[config.mk]
export PLATFORM = sky130hd
export DESIGN_NAME = mem_stage_flat
export DESIGN_NICKNAME = d
export VERILOG_FILES = /design/src/rtl/mem_stage_pkg.sv /design/src/rtl/mem_stage_if.sv /design/src/rtl/mem_req_fsm.sv /design/src/rtl/mem_stage.sv /design/src/flat_wrapper.sv
export SDC_FILE = /design/constraint.sdc
export NUM_CORES = 1
export LEC_CHECK = 0
export CAP_MARGIN = 20
export CORE_ASPECT_RATIO = 1.75
export CORE_MARGIN = 2
export CORE_UTILIZATION = 31
export DETAILED_ROUTE_END_ITERATION = 10
export PLACE_DENSITY = 0.89
export SYNTH_ARGS = -nofsm -noshare
export SYNTH_HDL_FRONTEND = slang
export SYNTH_SLANG_ARGS = --single-unit
export TNS_END_PERCENT = 50
[constraint.sdc]
create_clock -name clk -period 1.6 [get_ports clk]
set_input_delay 0.4 -clock clk [delete_from_list [all_inputs] [get_ports clk]]
set_output_delay 0.4 -clock clk [all_outputs]
set_load 0.02 [all_outputs]
[src/rtl/mem_stage_pkg.sv]
// Shared definitions for the memory stage: FSM state encoding and default widths.
package mem_stage_pkg;
    localparam int DATA_W_DEF = 16;
    localparam int REG_W_DEF  = 3;

    localparam logic [0:0] IDLE = 1'b0;
    localparam logic [0:0] BUSY = 1'b1;
endpackage

[src/rtl/mem_stage_if.sv]
// Data-memory handshake between the memory stage (master) and the memory (slave).
interface mem_stage_if #(
    parameter int DATA_W = mem_stage_pkg::DATA_W_DEF
);
    logic              memReq;
    logic              memWr;
    logic [DATA_W-1:0] memAddr;
    logic [DATA_W-1:0] memWdata;
    logic [DATA_W-1:0] memRdata;
    logic              memDone;

    modport master (
        output memReq, memWr, memAddr, memWdata,
        input  memRdata, memDone
    );

    modport slave (
        input  memReq, memWr, memAddr, memWdata,
        output memRdata, memDone
    );
endinterface

[src/rtl/mem_req_fsm.sv]
// Request FSM: holds memReq until memDone, counts wait cycles and flags a timeout.
module mem_req_fsm
    import mem_stage_pkg::*;
#(
    parameter int MAX_WAIT = 15,
    parameter int CNT_W    = 4
) (
    input  logic clk,
    input  logic rst,
    input  logic reqValid,
    input  logic memDone,
    output logic memReq,
    output logic stallMem,
    output logic timeout
);
    localparam logic [CNT_W-1:0] LAST_WAIT = CNT_W'(MAX_WAIT - 1);

    logic [0:0]       state;
    logic [0:0]       stateNxt;
    logic [CNT_W-1:0] waitCnt;
    logic             busy;

    assign busy = (state == BUSY);

    // The counter holds the number of completed BUSY cycles, so the MAX_WAIT-th
    // BUSY cycle is the one that sees LAST_WAIT. memDone in that cycle still wins.
    assign timeout  = busy & (waitCnt == LAST_WAIT) & ~memDone;
    assign memReq   = rst & (busy | reqValid);
    assign stallMem = rst & reqValid & ~memDone & ~timeout;

    always_comb begin
        stateNxt = state;
        if (!busy) begin
            if (reqValid && !memDone) stateNxt = BUSY;
        end else begin
            if (memDone || timeout) stateNxt = IDLE;
        end
    end

    always_ff @(posedge clk or negedge rst) begin
        if (!rst) begin
            state   <= IDLE;
            waitCnt <= '0;
        end else begin
            state <= stateNxt;
            if (busy) waitCnt <= waitCnt + 1'b1;
            else      waitCnt <= '0;
        end
    end
endmodule

[src/rtl/mem_stage.sv]
// Memory stage: issues the data-memory access, stalls upstream while it is outstanding,
// and registers the MEM/WB payload.
module mem_stage
    import mem_stage_pkg::*;
#(
    parameter int DATA_W   = DATA_W_DEF,
    parameter int REG_W    = REG_W_DEF,
    parameter int MAX_WAIT = 15,
    parameter int CNT_W    = 4
) (
    input  logic              clk,
    input  logic              rst,
    input  logic [DATA_W-1:0] aluResIn,
    input  logic [DATA_W-1:0] memWriteDataIn,
    input  logic [REG_W-1:0]  writeRegIn,
    input  logic              MemReadIn,
    input  logic              MemWriteIn,
    input  logic              MemToRegIn,
    input  logic              RegWriteIn,
    input  logic              HaltIn,
    mem_stage_if.master       mem,
    output logic              stallMem,
    output logic [DATA_W-1:0] wbDataOut,
    output logic [REG_W-1:0]  writeRegOut,
    output logic              RegWriteOut,
    output logic              HaltOut,
    output logic              memErrOut
);
    logic op;
    logic misal;
    logic reqValid;
    logic timeout;
    logic memFault;

    assign op       = MemReadIn | MemWriteIn;
    assign misal    = op & aluResIn[0];
    assign reqValid = op & ~misal;
    assign memFault = misal | timeout;

    assign mem.memWr    = MemWriteIn;
    assign mem.memAddr  = aluResIn;
    assign mem.memWdata = memWriteDataIn;

    mem_req_fsm #(
        .MAX_WAIT (MAX_WAIT),
        .CNT_W    (CNT_W)
    ) uFsm (
        .clk      (clk),
        .rst      (rst),
        .reqValid (reqValid),
        .memDone  (mem.memDone),
        .memReq   (mem.memReq),
        .stallMem (stallMem),
        .timeout  (timeout)
    );

    // A stall cycle loads a bubble; a faulted access retires as a halt with no write.
    always_ff @(posedge clk or negedge rst) begin
        if (!rst) begin
            wbDataOut   <= '0;
            writeRegOut <= '0;
            RegWriteOut <= 1'b0;
            HaltOut     <= 1'b0;
            memErrOut   <= 1'b0;
        end else begin
            wbDataOut   <= MemToRegIn ? mem.memRdata : aluResIn;
            writeRegOut <= writeRegIn;
            RegWriteOut <= RegWriteIn & ~stallMem & ~memFault;
            HaltOut     <= ~stallMem & (HaltIn | memFault);
            if (memFault) memErrOut <= 1'b1;
        end
    end
endmodule

[src/flat_wrapper.sv]
// flat-port wrapper written by rule: the top's interface ports become plain ports
module mem_stage_flat import mem_stage_pkg::*;
#(
    parameter int DATA_W   = DATA_W_DEF,
    parameter int REG_W    = REG_W_DEF,
    parameter int MAX_WAIT = 15,
    parameter int CNT_W    = 4
)
  (clk, rst, aluResIn, memWriteDataIn, writeRegIn, MemReadIn, MemWriteIn, MemToRegIn, RegWriteIn, HaltIn, stallMem, wbDataOut, writeRegOut, RegWriteOut, HaltOut, memErrOut, mem_memReq, mem_memWr, mem_memAddr, mem_memWdata, mem_memRdata, mem_memDone);
  mem_stage_if #(.DATA_W(DATA_W)) mem_i ();
  input  logic clk;
  input  logic rst;
  input  logic [DATA_W-1:0] aluResIn;
  input  logic [DATA_W-1:0] memWriteDataIn;
  input  logic [REG_W-1:0] writeRegIn;
  input  logic MemReadIn;
  input  logic MemWriteIn;
  input  logic MemToRegIn;
  input  logic RegWriteIn;
  input  logic HaltIn;
  output logic stallMem;
  output logic [DATA_W-1:0] wbDataOut;
  output logic [REG_W-1:0] writeRegOut;
  output logic RegWriteOut;
  output logic HaltOut;
  output logic memErrOut;
  output wire logic [$bits(mem_i.memReq)-1:0] mem_memReq;
  output wire logic [$bits(mem_i.memWr)-1:0] mem_memWr;
  output wire logic [$bits(mem_i.memAddr)-1:0] mem_memAddr;
  output wire logic [$bits(mem_i.memWdata)-1:0] mem_memWdata;
  input wire logic [$bits(mem_i.memRdata)-1:0] mem_memRdata;
  input wire logic [$bits(mem_i.memDone)-1:0] mem_memDone;
  assign mem_memReq = mem_i.memReq;
  assign mem_memWr = mem_i.memWr;
  assign mem_memAddr = mem_i.memAddr;
  assign mem_memWdata = mem_i.memWdata;
  assign mem_i.memRdata = mem_memRdata;
  assign mem_i.memDone = mem_memDone;
  mem_stage #(.DATA_W(DATA_W), .REG_W(REG_W), .MAX_WAIT(MAX_WAIT), .CNT_W(CNT_W)) u_core (.clk(clk), .rst(rst), .aluResIn(aluResIn), .memWriteDataIn(memWriteDataIn), .writeRegIn(writeRegIn), .MemReadIn(MemReadIn), .MemWriteIn(MemWriteIn), .MemToRegIn(MemToRegIn), .RegWriteIn(RegWriteIn), .HaltIn(HaltIn), .mem(mem_i), .stallMem(stallMem), .wbDataOut(wbDataOut), .writeRegOut(writeRegOut), .RegWriteOut(RegWriteOut), .HaltOut(HaltOut), .memErrOut(memErrOut));
endmodule
==> impl_metrics.sql <==
INSERT INTO impl_metrics (metric_group, metric, value, unit) VALUES
('routing', 'route.antenna.remaining_nets', '0', ''),
('routing', 'drt_iter0_markers', '2', ''),
('setup_path', 'cell_count_along_the_critical_path', '5', ''),
('yosys', 'synth-edff-count', '0', ''),
('routing', 'vias', '956', ''),
('setup_path', 'critPathMaxStageDelay', '360', 'ps'),
('power', 'power.total', '1.511', 'mW'),
('setup_path', 'worstPathBufferInverterCount', '2', ''),
('sta', 'tightest_slew', '267.5', 'ps'),
('grt', 'global_route_wire_length_before_repair', '4450', 'um'),
('cells_and_area', 'area_occupied_by_multi_input_gates', '415.4', 'sq um'),
('die', 'core_area', '4150', 'sq um'),
('yosys', 'ys_seq_elements', '27', ''),
('yosys', 'post_synth.cell_area_avg', '12.88', 'sq um'),
('power', 'switch_share', '25.74', '%'),
('sta', 'hold_ws', '110.7', 'ps'),
('power', 'ir_drop', '538.9', 'uV'),
('setup_path', 'cp.required', '1200', 'ps'),
('setup_path', 'worst_r2r_path_depth', '6', ''),
('sta', 'slew-limit-headroom', '82.05', '%'),
('power', 'comb_power_share', '26.7', '%'),
('routing', 'routed_wl', '2699', 'um'),
('status', 'failed_checks', 'negative setup slack', ''),
('die', 'vertical_die_dimension', '90.98', 'um'),
('setup_path', 'timing.critical_path.max_delay_family', 'flip-flops', ''),
('cts', 'cts-htree-levels', '1', ''),
('sta', 'rsz0062_at_grt', 'yes', ''),
('status', 'outcome', 'complete, but fails checks', ''),
('yosys', 'synth_sequential_area_ratio', '50.42', '%'),
('setup_path', 'startpoint_type', 'register', ''),
('cells_and_area', 'antenna_cells_inserted', '0', ''),
('routing', 'route.detailed.vias_per_inst', '4.345', ''),
('setup_path', 'r2r_start', 'u_core.uFsm.waitCnt[0]', ''),
('sta', 'timing.final.hold_violations', '0', ''),
('cells_and_area', 'final_net_count', '233', ''),
('sta', 'final.min_clock_period', '1775', 'ps'),
('setup_path', 'crit_path_top_delay_cell', 'sky130_fd_sc_hd__dfrtp_1', ''),
('cts', 'total_clock_buffers_created_by_cts', '3', ''),
('routing', 'drc', '0', ''),
('cts', 'clk_pin_slew', '80', 'ps'),
('power', 'p_seq_share', '48.6', '%'),
('yosys', 'ys_types', '24', ''),
('die', 'die_width', '53.70', 'um'),
('cts', 'clock_sinks', '27', ''),
('grt', 'antenna_violations_before_repair', '0', ''),
('cts', 'cts.root.buffer_cell', 'sky130_fd_sc_hd__clkbuf_8', ''),
('cells_and_area', 'fin_cells', '220', ''),
('grt', 'grt_start_max_net_pins', '15', ''),
('setup_path', 'crit_end', 'stallMem', ''),
('cts', 'cts_tree', 'built', ''),
('grt', 'first_global_vias', '1050', ''),
('setup_path', 'crit-reg2reg-capture', 'u_core.uFsm.busy', ''),
('setup_path', 'timing.critical_path.fanout_max', '2', ''),
('sta', 'timing.clock.skew', '0.8921', 'ps'),
('flow_run', 'max_cap_viol_count', '0', ''),
('power', 'intPower', '1.122', 'mW'),
('cts', 'clkLatencyLatePin', '270', 'ps'),
('sta', 'fmax', '563.5', 'MHz'),
('routing', 'drt-wirelength-per-cell', '12.27', 'um'),
('yosys', 'netlist_area', '1340', 'sq um'),
('min_path', 'hp-class', 'in -> async', ''),
('yosys', 'ys_async_sr_fraction', '100.0', '%'),
('grt', 'grt_overflow_total', '0', ''),
('yosys', 'synthCells', '104', ''),
('power', 'netSwitchingPower', '388.8', 'uW'),
('grt', 'globalRouteTotalUtil', '11.81', '%'),
('die', 'rows', '31', ''),
('sta', 'timing.final.setup_violations', '1', ''),
('power', 'power_density_over_cell_area', '735.3', 'nW/um^2'),
('sta', 'setup_slack', '-174.5', 'ps'),
('die', 'design.portCount', '116', '');
[metrics by stage]
stage	TNS, ps	util (%)	cell area (sq um)
3_5_place_dp	-6869	49.95	2073
2_1_floorplan	0	-	1355
5_1_grt	-228.7	49.50	2054
4_1_cts	-188.7	50.71	2105
3_3_place_gp	-6699	49.95	2073
6_report	-174.5	49.50	2054
[power groups by stage]
| stage | clock network (mW) | registers (mW) | logic (mW) |
|---|---|---|---|
| after detailed placement | 0 | 0.751 | 0.451 |
| after floorplan | 0 | 0.805 | 0.205 |
| after global routing | 0.420 | 0.739 | 0.430 |
| final | 0.374 | 0.734 | 0.403 |
| after CTS | 0.392 | 0.735 | 0.418 |
| after global placement | 0 | 0.750 | 0.444 |
[layer usage]
metal	GRT usage, %	wire, um	vias to the layer above
met1	11.24	800	465
met4	3.632	29	0
met2	22.46	1625	45
met5	0	0	-
li1	-	-	442
met3	3.289	243	4
[placed cells by master (no fill, tap or decap), drive strengths merged, types with 3 or more instances in the layout]
cell type / instances
dlygate4sd2: 22
nor2b: 3
clkdlybuf4s15: 6
clkdlybuf4s50: 38
dfrtp: 27
clkbuf: 17
buf: 17
o21ai: 4
mux2: 16
[Yosys cell counts (2+ instances only)]
cell type / instances / area [sq um]
sky130_fd_sc_hd__buf_4: 33 / 247.7
sky130_fd_sc_hd__ha_1: 2 / 25.02
sky130_fd_sc_hd__nor2_1: 2 / 7.510
sky130_fd_sc_hd__mux2_4: 10 / 150.1
sky130_fd_sc_hd__nor2b_1: 3 / 18.77
sky130_fd_sc_hd__mux2_2: 6 / 67.56
sky130_fd_sc_hd__o21ai_0: 4 / 20.02
sky130_fd_sc_hd__dfrtp_1: 27 / 675.7
sky130_fd_sc_hd__and2_1: 2 / 12.51
[final cells by class]
class / instances / share of cell area, %
clock buffer: 4 / 2.192
sequential: 27 / 32.89
tap: 49 / 2.984
multi-input combinational: 41 / 20.22
inverter: 1 / 0.1827
timing repair buffer: 98 / 41.53
[logic make-up (layout without fill, tap and decap cells)]
| logic type | Yosys count | in the layout | share of synthesized area [%] |
|---|---|---|---|
| muxes | 16 | 16 | 16.25 |
| buffers and inverters | 36 | 103 | 21.10 |
| xor gates and xnor gates | 2 | 2 | 1.307 |
| AOI/OAI and AO/OA | 6 | 6 | 2.614 |
| DFF | 27 | 27 | 50.42 |
| adders and majority gates | 2 | 2 | 1.867 |
| and+or+nand+nor | 15 | 15 | 6.443 |
[worst min path at each step]
stage	cells past startpoint	endpoint	slack, ps
2_1_floorplan	0	u_core.HaltOut	100
3_3_place_gp	1	u_core.memErrOut	460
3_5_place_dp	1	u_core.memErrOut	470
4_1_cts	2	u_core.uFsm.waitCnt[0]	280
5_1_grt	2	u_core.uFsm.waitCnt[1]	120
6_report	2	u_core.wbDataOut[7]	110
[registers in the layout, summed over array words and instances, names as in the netlist]
register,count
u_core.uFsm.waitCnt,4
u_core.wbDataOut,16
u_core.memErrOut,1
u_core.uFsm.busy,1
u_core.writeRegOut,3
u_core.RegWriteOut,1
u_core.HaltOut,1
[what timing repair did]
item                       4_1_cts  5_1_grt
pin swaps                        2        0
hold buffers                     0        0
setup endpoints to repair       39       15
resized for setup               76       17
buffers inserted                 0        1
Note: power is estimated with default switching activity, not from simulation.
